File: config.mk
export PLATFORM = sky130hd
export DESIGN_NAME = jpc_regfile_sched
export DESIGN_NICKNAME = d
export VERILOG_FILES = /design/src/rtl/jpc_regfile_sched.sv
export SDC_FILE = /design/constraint.sdc
export NUM_CORES = 1
export LEC_CHECK = 0
export CORE_UTILIZATION = 35
export DETAILED_ROUTE_END_ITERATION = 10
export SETUP_SLACK_MARGIN = 0.4
export SLEW_MARGIN = 10
export SYNTH_ARGS = -nofsm -noshare
export SYNTH_HDL_FRONTEND = slang
export SYNTH_SLANG_ARGS = --single-unit
export TNS_END_PERCENT = 20
File: constraint.sdc
create_clock -name clk -period 2.6 [get_ports clk]
set_input_delay 0.52 -clock clk [delete_from_list [all_inputs] [get_ports clk]]
set_output_delay 0.52 -clock clk [all_outputs]
set_load 0.02 [all_outputs]
File: src/rtl/jpc_regfile_sched.sv
// jpc_regfile_sched: arbitrates writeback and operand-fetch traffic onto one regfile port
module jpc_regfile_sched #(
  parameter int DATA_W = 32,
  parameter int TMO_CYCLES = 255
) (
  input  logic              clk,
  input  logic              rst,
  input  logic              op_req_valid_I,
  output logic              op_req_ready_O,
  input  logic [4:0]        op_rs1_I,
  input  logic              op_rs1_en_I,
  input  logic [4:0]        op_rs2_I,
  input  logic              op_rs2_en_I,
  output logic              op_rsp_valid_O,
  input  logic              op_rsp_ready_I,
  output logic [DATA_W-1:0] op_rs1_data_O,
  output logic [DATA_W-1:0] op_rs2_data_O,
  output logic              op_rsp_err_O,
  input  logic              wb_valid_I,
  output logic              wb_ready_O,
  input  logic [4:0]        wb_rd_I,
  input  logic [DATA_W-1:0] wb_data_I,
  output logic              rf_idx_op_O,
  output logic [4:0]        rf_idx_O,
  output logic              rf_idx_valid_O,
  input  logic              rf_idx_ready_I,
  output logic              rf_rdata_ready_O,
  input  logic [DATA_W-1:0] rf_rdata_I,
  input  logic              rf_rdata_valid_I,
  input  logic              rf_wdata_ready_I,
  output logic [DATA_W-1:0] rf_wdata_O,
  output logic              rf_wdata_valid_O,
  output logic              busy_O
);
  typedef enum logic [3:0] {
    IDLE, WB_ISSUE, GAP_IDLE, RS1_ISSUE, RS1_WAIT, GAP_RS2, RS2_ISSUE, RS2_WAIT, RESP
  } state_t;
  localparam logic [7:0] TMO_LAST = 8'(TMO_CYCLES - 1);
  state_t state, state_nx;
  logic wb_pend, op_pend, rs1_en, rs2_en;
  logic [4:0] wb_rd, rs1, rs2;
  logic [DATA_W-1:0] wb_data;
  logic [7:0] cnt;
  logic op_acc, wb_acc, skip1, skip2, tmo, wb_done;
  assign op_req_ready_O = (state == IDLE) && !op_pend;
  assign wb_ready_O = !wb_pend;
  assign op_acc = op_req_valid_I && op_req_ready_O;
  assign wb_acc = wb_valid_I && wb_ready_O && (wb_rd_I != 5'd0);
  assign skip1 = !rs1_en || (rs1 == 5'd0);
  assign skip2 = !rs2_en || (rs2 == 5'd0);
  assign tmo = cnt == TMO_LAST;
  assign wb_done = rf_idx_ready_I && rf_wdata_ready_I;
  assign rf_idx_valid_O = (state == WB_ISSUE) || (state == RS1_ISSUE && !skip1) || (state == RS2_ISSUE && !skip2);
  assign rf_idx_op_O = state == WB_ISSUE;
  assign rf_idx_O = !rf_idx_valid_O ? 5'd0 : (state == WB_ISSUE) ? wb_rd : (state == RS1_ISSUE) ? rs1 : rs2;
  assign rf_wdata_valid_O = state == WB_ISSUE;
  assign rf_wdata_O = (state == WB_ISSUE) ? wb_data : '0;
  assign rf_rdata_ready_O = (state == RS1_ISSUE && !skip1) || (state == RS2_ISSUE && !skip2) ||
                            (state == RS1_WAIT) || (state == RS2_WAIT);
  assign op_rsp_valid_O = state == RESP;
  assign busy_O = state != IDLE;
  // next state: a freshly accepted request may leave IDLE in the same cycle, writeback first
  always_comb begin
    state_nx = state;
    case (state)
      IDLE:      state_nx = (wb_pend || wb_acc) ? WB_ISSUE : (op_pend || op_acc) ? RS1_ISSUE : IDLE;
      WB_ISSUE:  state_nx = wb_done ? GAP_IDLE : WB_ISSUE;
      GAP_IDLE:  state_nx = IDLE;
      RS1_ISSUE: state_nx = skip1 ? RS2_ISSUE : rf_idx_ready_I ? RS1_WAIT : RS1_ISSUE;
      RS1_WAIT:  state_nx = (rf_rdata_valid_I || tmo) ? GAP_RS2 : RS1_WAIT;
      GAP_RS2:   state_nx = RS2_ISSUE;
      RS2_ISSUE: state_nx = skip2 ? RESP : rf_idx_ready_I ? RS2_WAIT : RS2_ISSUE;
      RS2_WAIT:  state_nx = (rf_rdata_valid_I || tmo) ? RESP : RS2_WAIT;
      RESP:      state_nx = op_rsp_ready_I ? IDLE : RESP;
      default:   state_nx = IDLE;
    endcase
  end
  // state register
  always_ff @(posedge clk)
    state <= rst ? IDLE : state_nx;
  // holding registers, operand capture and read timeout counter
  always_ff @(posedge clk) begin
    if (rst) begin
      wb_pend <= 1'b0;
      wb_rd <= '0;
      wb_data <= '0;
      op_pend <= 1'b0;
      rs1 <= '0;
      rs2 <= '0;
      rs1_en <= 1'b0;
      rs2_en <= 1'b0;
      op_rs1_data_O <= '0;
      op_rs2_data_O <= '0;
      op_rsp_err_O <= 1'b0;
      cnt <= '0;
    end else begin
      if (wb_acc) begin
        wb_pend <= 1'b1;
        wb_rd <= wb_rd_I;
        wb_data <= wb_data_I;
      end else if (state == WB_ISSUE && wb_done) begin
        wb_pend <= 1'b0;
      end
      if (op_acc) begin
        op_pend <= 1'b1;
        rs1 <= op_rs1_I;
        rs2 <= op_rs2_I;
        rs1_en <= op_rs1_en_I;
        rs2_en <= op_rs2_en_I;
        op_rs1_data_O <= '0;
        op_rs2_data_O <= '0;
        op_rsp_err_O <= 1'b0;
      end else if (state == RESP && op_rsp_ready_I) begin
        op_pend <= 1'b0;
      end
      case (state)
        RS1_ISSUE: if (skip1) op_rs1_data_O <= '0; else if (rf_idx_ready_I) cnt <= '0;
        RS2_ISSUE: if (skip2) op_rs2_data_O <= '0; else if (rf_idx_ready_I) cnt <= '0;
        RS1_WAIT:
          if (rf_rdata_valid_I) op_rs1_data_O <= rf_rdata_I;
          else if (tmo) begin
            op_rs1_data_O <= '0;
            op_rsp_err_O <= 1'b1;
          end else cnt <= cnt + 8'd1;
        RS2_WAIT:
          if (rf_rdata_valid_I) op_rs2_data_O <= rf_rdata_I;
          else if (tmo) begin
            op_rs2_data_O <= '0;
            op_rsp_err_O <= 1'b1;
          end else cnt <= cnt + 8'd1;
        default: ;
      endcase
    end
  end
endmodule

# Word-level counts from Yosys, hierarchy flattened
# Cells that the tools add are included.
word_totals:
  output_inout_bits: 110
  regBits: 128
classes:
  reduce_logical: 35
  n_eq_ne: 12
  n_mux: 39
  add_sub_neg: 1
op_table:
  columns: ["cell", "n"]
  rows:
  - ["$mux 32", 9]
  - ["$pmux 32 s2", 2]
  - ["$mux 8", 5]
  - ["$pmux 4 s8", 1]
  - ["$pmux 8 s3", 1]
  - ["$eq 4x3->1 const B", 4]
  - ["$mux 5", 3]
  - ["$mux 4", 3]
  - ["$logic_not 5->1", 2]
  - ["$logic_or 1x1->1", 10]
  - ["$mux 1", 10]
  - ["$logic_and 1x1->1", 9]
  - ["$add 8x1->8 const B", 1]
  - ["$eq 8x8->1 const B", 1]
  - ["$ne 2x2->1 const B", 4]
  - ["$logic_not 1->1", 6]
  - ["$mux 2", 3]
  - ["$mux 3", 2]
  - ["$reduce_and 5->1", 1]
  - ["$reduce_bool 5->1", 1]
  - ["$eq 4x1->1 const B", 1]
  - ["$eq 4x2->1 const B", 1]
  - ["$eq 4x4->1 const B", 1]
  - ["$logic_not 4->1", 1]
  - ["other kinds (4)", 5]

# Longest topological paths before layout
# Gate-level depths: netlist of run 1.
depth:
  word_depth: 7
  mapped_depth: 8

# Least setup slack after synthesis of run 1
# Ideal clock, no wire load.
synth_timing:
  kind: "register to output"
  startpoint: "register state[0]"
  endpoint: "output rf_idx_O[0]"
  path_buffers: 1
  path_slack_ps: 349
  arrival_ps: 1731
  stages_incl_launch_ff: 6
  path_cell_list: "dfxtp_1 > buf_2 > nand2_1 > nor3_2 > a22oi_1 > o21ai_0"
synth_via:
  elab_chain_cells: 5
  elab_cells_between_ends: 10
  classes_between: "3 x eq/ne; 3 x mux; 4 x reduce/logical"
synth_rtl:
  columns: ["element", "line", "source"]
  rows:
  - ["from (decl)", "39", "state_t state, state_nx;"]
  - ["from (signal assigned)", "80", "state <= rst ? IDLE : state_nx;"]
  - ["$eq 4x2->1", "53, 55", null]
  - ["$logic_and 1x1->1", "53", "assign rf_idx_valid_O = (state == WB_ISSUE) || (state == RS1_ISSUE && !skip1) || (state == RS2_ISSUE && !skip2 ..."]
  - ["$logic_or 1x1->1 (2 in a row)", "53", null]
  - ["$mux 5 *", "55", "assign rf_idx_O = !rf_idx_valid_O ? 5'd0 : (state == WB_ISSUE) ? wb_rd : (state == RS1_ISSUE) ? rs1 : rs2;"]
  - ["to (decl)", "24", "output logic [4:0] rf_idx_O,"]
# Mark *: on every way between the ends. The rest lies on a longest branch, timed or not.

# Final worst setup path of run 1
layout_timing:
  startpoint: "register rs1[4]"
  endpoint: "output rf_idx_O[0]"
layout_via:
  elab_chain_cells: 7
layout_rtl:
  columns: ["element", "line", "source"]
  rows:
  - ["from (decl)", "41", "logic [4:0] wb_rd, rs1, rs2;"]
  - ["from (signal assigned)", "106", "rs1 <= op_rs1_I;"]
  - ["$logic_not 5->1", "49", "assign skip1 = !rs1_en || (rs1 == 5'd0);"]
  - ["$logic_or 1x1->1", "49", null]
  - ["$logic_not 1->1", "53", null]
  - ["$logic_and 1x1->1", "53", null]
  - ["$logic_or 1x1->1 (2 in a row)", "53", null]
  - ["$mux 5", "55", null]
# No other way between the ends.

==> impl_metrics.env, run 1 <==
export IMPL_dieArea_mm2=0.0187
export IMPL_holdPathStages=2
export IMPL_min_path_type="reg2reg"
export IMPL_place_hpwl_mm=14.5
export IMPL_cpPeakStageDelay_ns=0.51
export IMPL_drt_iter0_markers=415
export IMPL_clock_sinks=128
export IMPL_gp_congestion=0.824
export IMPL_grt_overflow_total=0
export IMPL_clk_latency_ns=0.43
export IMPL_hold_viol=0
export IMPL_vias=6628
export IMPL_nNetsFinal=1094
export IMPL_cp_max_fo=6
export IMPL_die_h_um=137
export IMPL_yosysWarnings=0
export IMPL_worstSetupStartpointType="flop"
export IMPL_start_util_pct=36.3
export IMPL_reg2reg_depth=6
export IMPL_synth_nets=884
export IMPL_antenna_left=0
export IMPL_grt_first_pass_wirelength_mm=33.7
export IMPL_worst_setup_path_type="reg2out"
export IMPL_drv_cap=0
export IMPL_leakage_nw=3.80
export IMPL_slew_headroom_pct=40.8
export IMPL_grt_max_degree=51
export IMPL_antenna_found_initial=0
export IMPL_syn_area_mm2=0.00637
export IMPL_cp_slowest_cell="or4_4"
export IMPL_cp_data_arrival_time_ns=2.02
export IMPL_wirelength_mm=22.0
export IMPL_clock_root_buffer="clkbuf_16"
export IMPL_hold_slack_ns=0.452
export IMPL_cts_buffers_inserted=17
export IMPL_fin_worst_skew_ns=0.00833
export IMPL_tightest_slew_ns=0.877
export IMPL_path_cells="or4_4 > o21a_1 > a22oi_1 > buf_4 > o21ai_2 > buf_6"
export IMPL_antenna_cells=0
export IMPL_ys_types=56
export IMPL_p_total_w=0.00664
export IMPL_drive_above_1_share_pct=21.0
export IMPL_path_clk_slew_ns=0.06
export IMPL_num_rows=48
export IMPL_die_w_um=137
export IMPL_power_density_mw_per_mm2=669
export IMPL_status="complete, no violations"
export IMPL_ctsHoldBuffers=0
export IMPL_cts_buffer_depth=2
export IMPL_grt_use_total_pct=23.5
export IMPL_max_freq_mhz=394
export IMPL_yosysTopAreaCellShare_pct=40.2
export IMPL_ir_worst_vdd_v=0.000480
export IMPL_worstSetupEndpointType="output port"
export IMPL_drc_errors=0
export IMPL_crit_required_ns=2.08
export IMPL_rsz0062_at_grt="true"
export IMPL_async_flop_share_pct=0
export IMPL_synth_edff_count=0
export IMPL_grt_pass1_vias=6255
export IMPL_wl_per_cell_um=17.8
export IMPL_cts_tree="built"
export IMPL_final_util_pct=56.6
export IMPL_synth_ff_type="dfxtp_1"
export IMPL_timing_final_crit_share_pct=97.6
export IMPL_synth_top_area_cell="dfxtp_1"
export IMPL_areaGrowthSynthToFinish_pct=55.8
export IMPL_drt_pass1_iter_count=5
export IMPL_min_period_ns=2.54
export IMPL_avgSynthCellArea_um2=8.03
export IMPL_synthCells=793
export IMPL_ys_ff_latch=128
export IMPL_finalSetupViolCount=0
export IMPL_routed_via_density=5.35
export IMPL_portBuffers=198
export IMPL_htree_levels=4
export IMPL_io_pins=199
export IMPL_core_region_area_mm2=0.0175
export IMPL_synthTopCellsByArea="dfxtp_1 40%, nand2_1 8.3%, a21oi_1 5.6%"
export IMPL_rrSetupSlack_ns=0.53
export IMPL_final_max_slew_viol_count=0
export IMPL_yosysSeqAreaShare_pct=40.2
[cells in the mapped netlist (4+ instances only)]
library cell and number:
nor2_1 20, nand3_1 37, a21o_1 4, and2_1 33
nor2b_1 44, a311oi_2 5, o21a_1 4, dfxtp_1 128
a32oi_1 11, nand2b_1 25, a31oi_1 5, nor3_1 4
o21ai_0 27, mux2i_1 5, or3_1 4, o211ai_1 34
buf_2 18, inv_1 12, a21oi_1 71, clkbuf_1 50
a2111oi_0 7, a211oi_1 4, o2111ai_1 14, a22oi_1 38
nand2_1 141
[sequential cells by signal, summed over array words and instances, names as in the netlist]
register,flops
wb_pend,1
op_rsp_err_O,1
state,4
rs1,5
wb_data,32
rs2_en,1
op_rs2_data_O,32
op_rs1_data_O,32
wb_rd,5
rs2,5
op_pend,1
cnt,8
rs1_en,1
[critical path, delay by kind of cell (launching register included)]
family / cells / cell delay (ns)
buf+inv: 2 / 0.34
flops: 1 / 0.32
compound gates: 3 / 0.42
simple gates: 1 / 0.51
[layer usage]
layer  GRT usage, %  wire length, µm  up-vias
met1           31.8            10000     3157
met4           9.46              424        0
met3           4.48              992       28
met2           36.5            10600      165
li1               -                -     3278
met5              0                0        -
[per-stage QoR]
| step | std cells | area [µm²] | setup TNS [ns] | setup slack [ns] |
|---|---|---|---|---|
| 2_1_floorplan | 793 | 6370 | 0 | 0.349 |
| 3_3_place_gp | 1187 | 8690 | 0 | 0.0772 |
| 3_5_place_dp | 1187 | 8690 | 0 | 0.0678 |
| 4_1_cts | 1236 | 9550 | 0 | 0.0165 |
| 5_1_grt | 1240 | 9920 | -0.0119 | -0.00768 |
| 6_report | 1240 | 9920 | 0 | 0.0619 |
[power breakdown]
group / internal, W / total [W] / switching (W)
sequential: 0.00205 / 0.00212 / 0.0000701
clock: 0.00189 / 0.00277 / 0.000884
combinational: 0.000862 / 0.00175 / 0.000884
total: 0.00480 / 0.00664 / 0.00184
[final timing paths]
| check | startpoint | to |
|---|---|---|
| max | rs1[4] | rf_idx_O[0] |
| min | op_rsp_err_O | op_rsp_err_O |
| max reg2reg | cnt[0] | cnt[1] |
| min reg2reg | op_rsp_err_O | op_rsp_err_O |
[repair_timing]
action,4_1_cts,5_1_grt
buffers inserted,12,4
pin swaps,7,29
setup endpoints to repair,57,90
cloned,6,0
gates resized for setup,153,190
[final cells by class]
class / instances / area, µm²
Tap cell: 225 / 282
Timing Repair Buffer: 262 / 2690
Clock buffer: 21 / 480
Inverter: 12 / 45.0
Sequential cell: 128 / 2570
Multi-Input combinational cell: 582 / 3650
Fill cell: 1605 / 7610
Clock inverter: 10 / 205
[cell families after synthesis]
group | synth area share [%]
xor+xnor | 0.138
mux | 0.786
compound gates | 26.9
simple gates | 26.1
fa+ha+maj | 0.393
buf+inv | 5.48
flops | 40.2
[cells in the final DEF, fill, tap and decap left out, drive strengths merged, types with 14 or more instances in the layout]
cell           netlist  routed
clkdlybuf4s50        0     153
nand2              141     141
dfxtp              128     128
buf                 21     107
a21oi               71      71
nor2b               44      44
a22oi               38      38
nand3               37      37
o211ai              34      34
and2                33      33
o21ai               30      30
nand2b              25      25
clkbuf              50      23
nor2                20      20
o2111ai             14      14
(Power assumes the default switching activity.)
==> run 2, diff against run 1 <==
Settings changed: PLACE_DENSITY from default to 0.65.
Clock period 2.6 ns to 2.1 ns, I/O delays scaled along.
==> impl_metrics.env, run 2 (synthesis results as in run 1) <==
export IMPL_final_max_slew_viol_count=0
export IMPL_cts_buffer_depth=2
export IMPL_reg2reg_depth=8
export IMPL_portBuffers=198
export IMPL_drc_errors=0
export IMPL_clock_sinks=128
export IMPL_min_path_type="in2reg"
export IMPL_die_w_um=137
export IMPL_crit_required_ns=1.68
export IMPL_power_share_clock_pct=37.7
export IMPL_finalSetupViolCount=42
export IMPL_clock_root_buffer="clkbuf_16"
export IMPL_grt_pass1_vias=6438
export IMPL_core_region_area_mm2=0.0175
export IMPL_comb_power_share_pct=28.9
export IMPL_power_density_mw_per_mm2=749
export IMPL_hold_slack_ns=0.375
export IMPL_setup_slack_ns=-0.346
export IMPL_areaGrowthSynthToFinish_pct=64.5
export IMPL_drv_cap=0
export IMPL_holdPathEnd="op_pend"
export IMPL_ctsHoldBuffers=0
export IMPL_ir_worst_vdd_v=0.000554
export IMPL_num_rows=48
export IMPL_leakage_nw=4.27
export IMPL_cts_buffers_inserted=17
export IMPL_wirelength_mm=22.2
export IMPL_routed_via_density=5.43
export IMPL_min_period_ns=2.45
export IMPL_final_common_cell="nand2_1"
export IMPL_io_pins=199
export IMPL_rsz0062_at_grt="true"
export IMPL_place_hpwl_mm=14.5
export IMPL_violations="negative setup slack"
export IMPL_wl_per_cell_um=17.7
export IMPL_slew_headroom_pct=57.0
export IMPL_timing_final_crit_share_pct=116
export IMPL_drive_above_1_share_pct=27.5
export IMPL_critical_path_reg2reg_startpoint="state[2]"
export IMPL_grt_use_total_pct=23.6
export IMPL_die_h_um=137
export IMPL_antenna_left=0
export IMPL_worstSetupEndpointType="output port"
export IMPL_p_total_w=0.00785
export IMPL_cp_max_fo=6
export IMPL_hold_viol=0
export IMPL_worstSetupStartpointType="flop"
export IMPL_rrSetupSlack_ns=0.21
export IMPL_internal_power_w=0.00553
export IMPL_r2r_end="op_rs1_data_O[27]"
export IMPL_grt_max_degree=52
export IMPL_drt_pass1_iter_count=5
export IMPL_worst_setup_path_type="reg2out"
export IMPL_tightest_slew_ns=0.637
export IMPL_drt_iter0_markers=440
export IMPL_layout_common_cells="139 x nand2_1, 121 x dfxtp_1, 87 x clkdlybuf4s50_1, 66 x dlygate4sd2_1, 64 x a21oi_1"
export IMPL_p_seq_share_pct=33.4
export IMPL_holdCritStartpoint="rst"
export IMPL_holdPathStages=2
export IMPL_gp_congestion=0.809
export IMPL_nNetsFinal=1114
export IMPL_swShare_pct=29.5
export IMPL_cts_tree="built"
export IMPL_status="finished with violations"
export IMPL_htree_levels=4
export IMPL_dieArea_mm2=0.0187
export IMPL_start_util_pct=36.3
export IMPL_power_switching_w=0.00232
export IMPL_antenna_cells=0
export IMPL_reg_top3="op_rs1_data_O x32, op_rs2_data_O x32, wb_data x32"
export IMPL_max_freq_mhz=409
export IMPL_antenna_found_initial=0
export IMPL_path_clk_slew_ns=0.05
export IMPL_grt_overflow_total=0
export IMPL_fin_worst_skew_ns=0.00889
export IMPL_grt_first_pass_wirelength_mm=34.2
export IMPL_final_util_pct=59.7
export IMPL_clk_latency_ns=0.42
export IMPL_vias=6837
export IMPL_cp_data_arrival_time_ns=2.03
==> run 2: worst max path at each step <==
stage,startpoint,cells past startpoint,slack (ns),end
after floorplan,rs1[1],4,0.22,rf_idx_O[0]
after global placement,rs1[1],6,-0.29,rf_idx_O[0]
after detailed placement,rs1[1],6,-0.29,rf_idx_O[0]
after CTS,rs1[1],6,-0.35,rf_idx_O[2]
after global routing,rs1[4],6,-0.44,rf_idx_O[2]
final,rs1[4],6,-0.35,rf_idx_O[0]
==> run 2: power by group through the flow <==
| stage | sequential [W] | clock (W) | combinational [W] |
|---|---|---|---|
| floorplan | 0.00265 | 0 | 0.000847 |
| finish | 0.00262 | 0.00296 | 0.00227 |
| detailed placement | 0.00266 | 0 | 0.00166 |
| global placement | 0.00265 | 0 | 0.00166 |
| CTS | 0.00262 | 0.00301 | 0.00214 |
| global route | 0.00263 | 0.00313 | 0.00241 |
==> run 2: routing by layer <==
layer | global-route usage, % | part of all wire (%) | wire (µm) | vias up
met3 | 5.81 | 4.9 | 1090 | 45
met4 | 10.5 | 2.7 | 609 | 0
met2 | 38.2 | 49 | 10900 | 197
met5 | 0 | 0 | 0 | -
li1 | - | - | - | 3316
met1 | 29.6 | 43 | 9620 | 3279
==> run 2: repair_timing <==
item                       in CTS  in global routing
setup endpoints to repair     177                157
gates resized for setup       433                 74
setup buffers                  10                  0
pin swaps                      58                 49
gates cloned                    4                  1
==> run 2: through the flow <==
stage / instances / setup slack, ns / cell area [µm²] / TNS [ns]
floorplan: 793 / 0.219 / 6450 / 0
global placement: 1214 / -0.288 / 9020 / -4.73
detailed placement: 1214 / -0.291 / 9020 / -5.13
CTS: 1258 / -0.352 / 10100 / -6.36
global route: 1259 / -0.439 / 10500 / -9.74
finish: 1259 / -0.346 / 10500 / -6.72
==> run 2: final cells by class <==
class	count	area, µm²
inverters	12	45.0
multi-input cells	582	4050
fillers	1533	7060
flip-flops and latches	128	2580
clock buffers	19	443
repair buffers	282	2940
well taps	225	282
clock inverters	11	140
==> run 2: critical path, cell delays in order (launching register included) <==
cell and delay [ns]:
dfxtp_2 0.31, or4_1 0.51, o21a_2 0.24, a22oi_2 0.18, buf_6 0.16, o21ai_2 0.07, buf_6 0.13
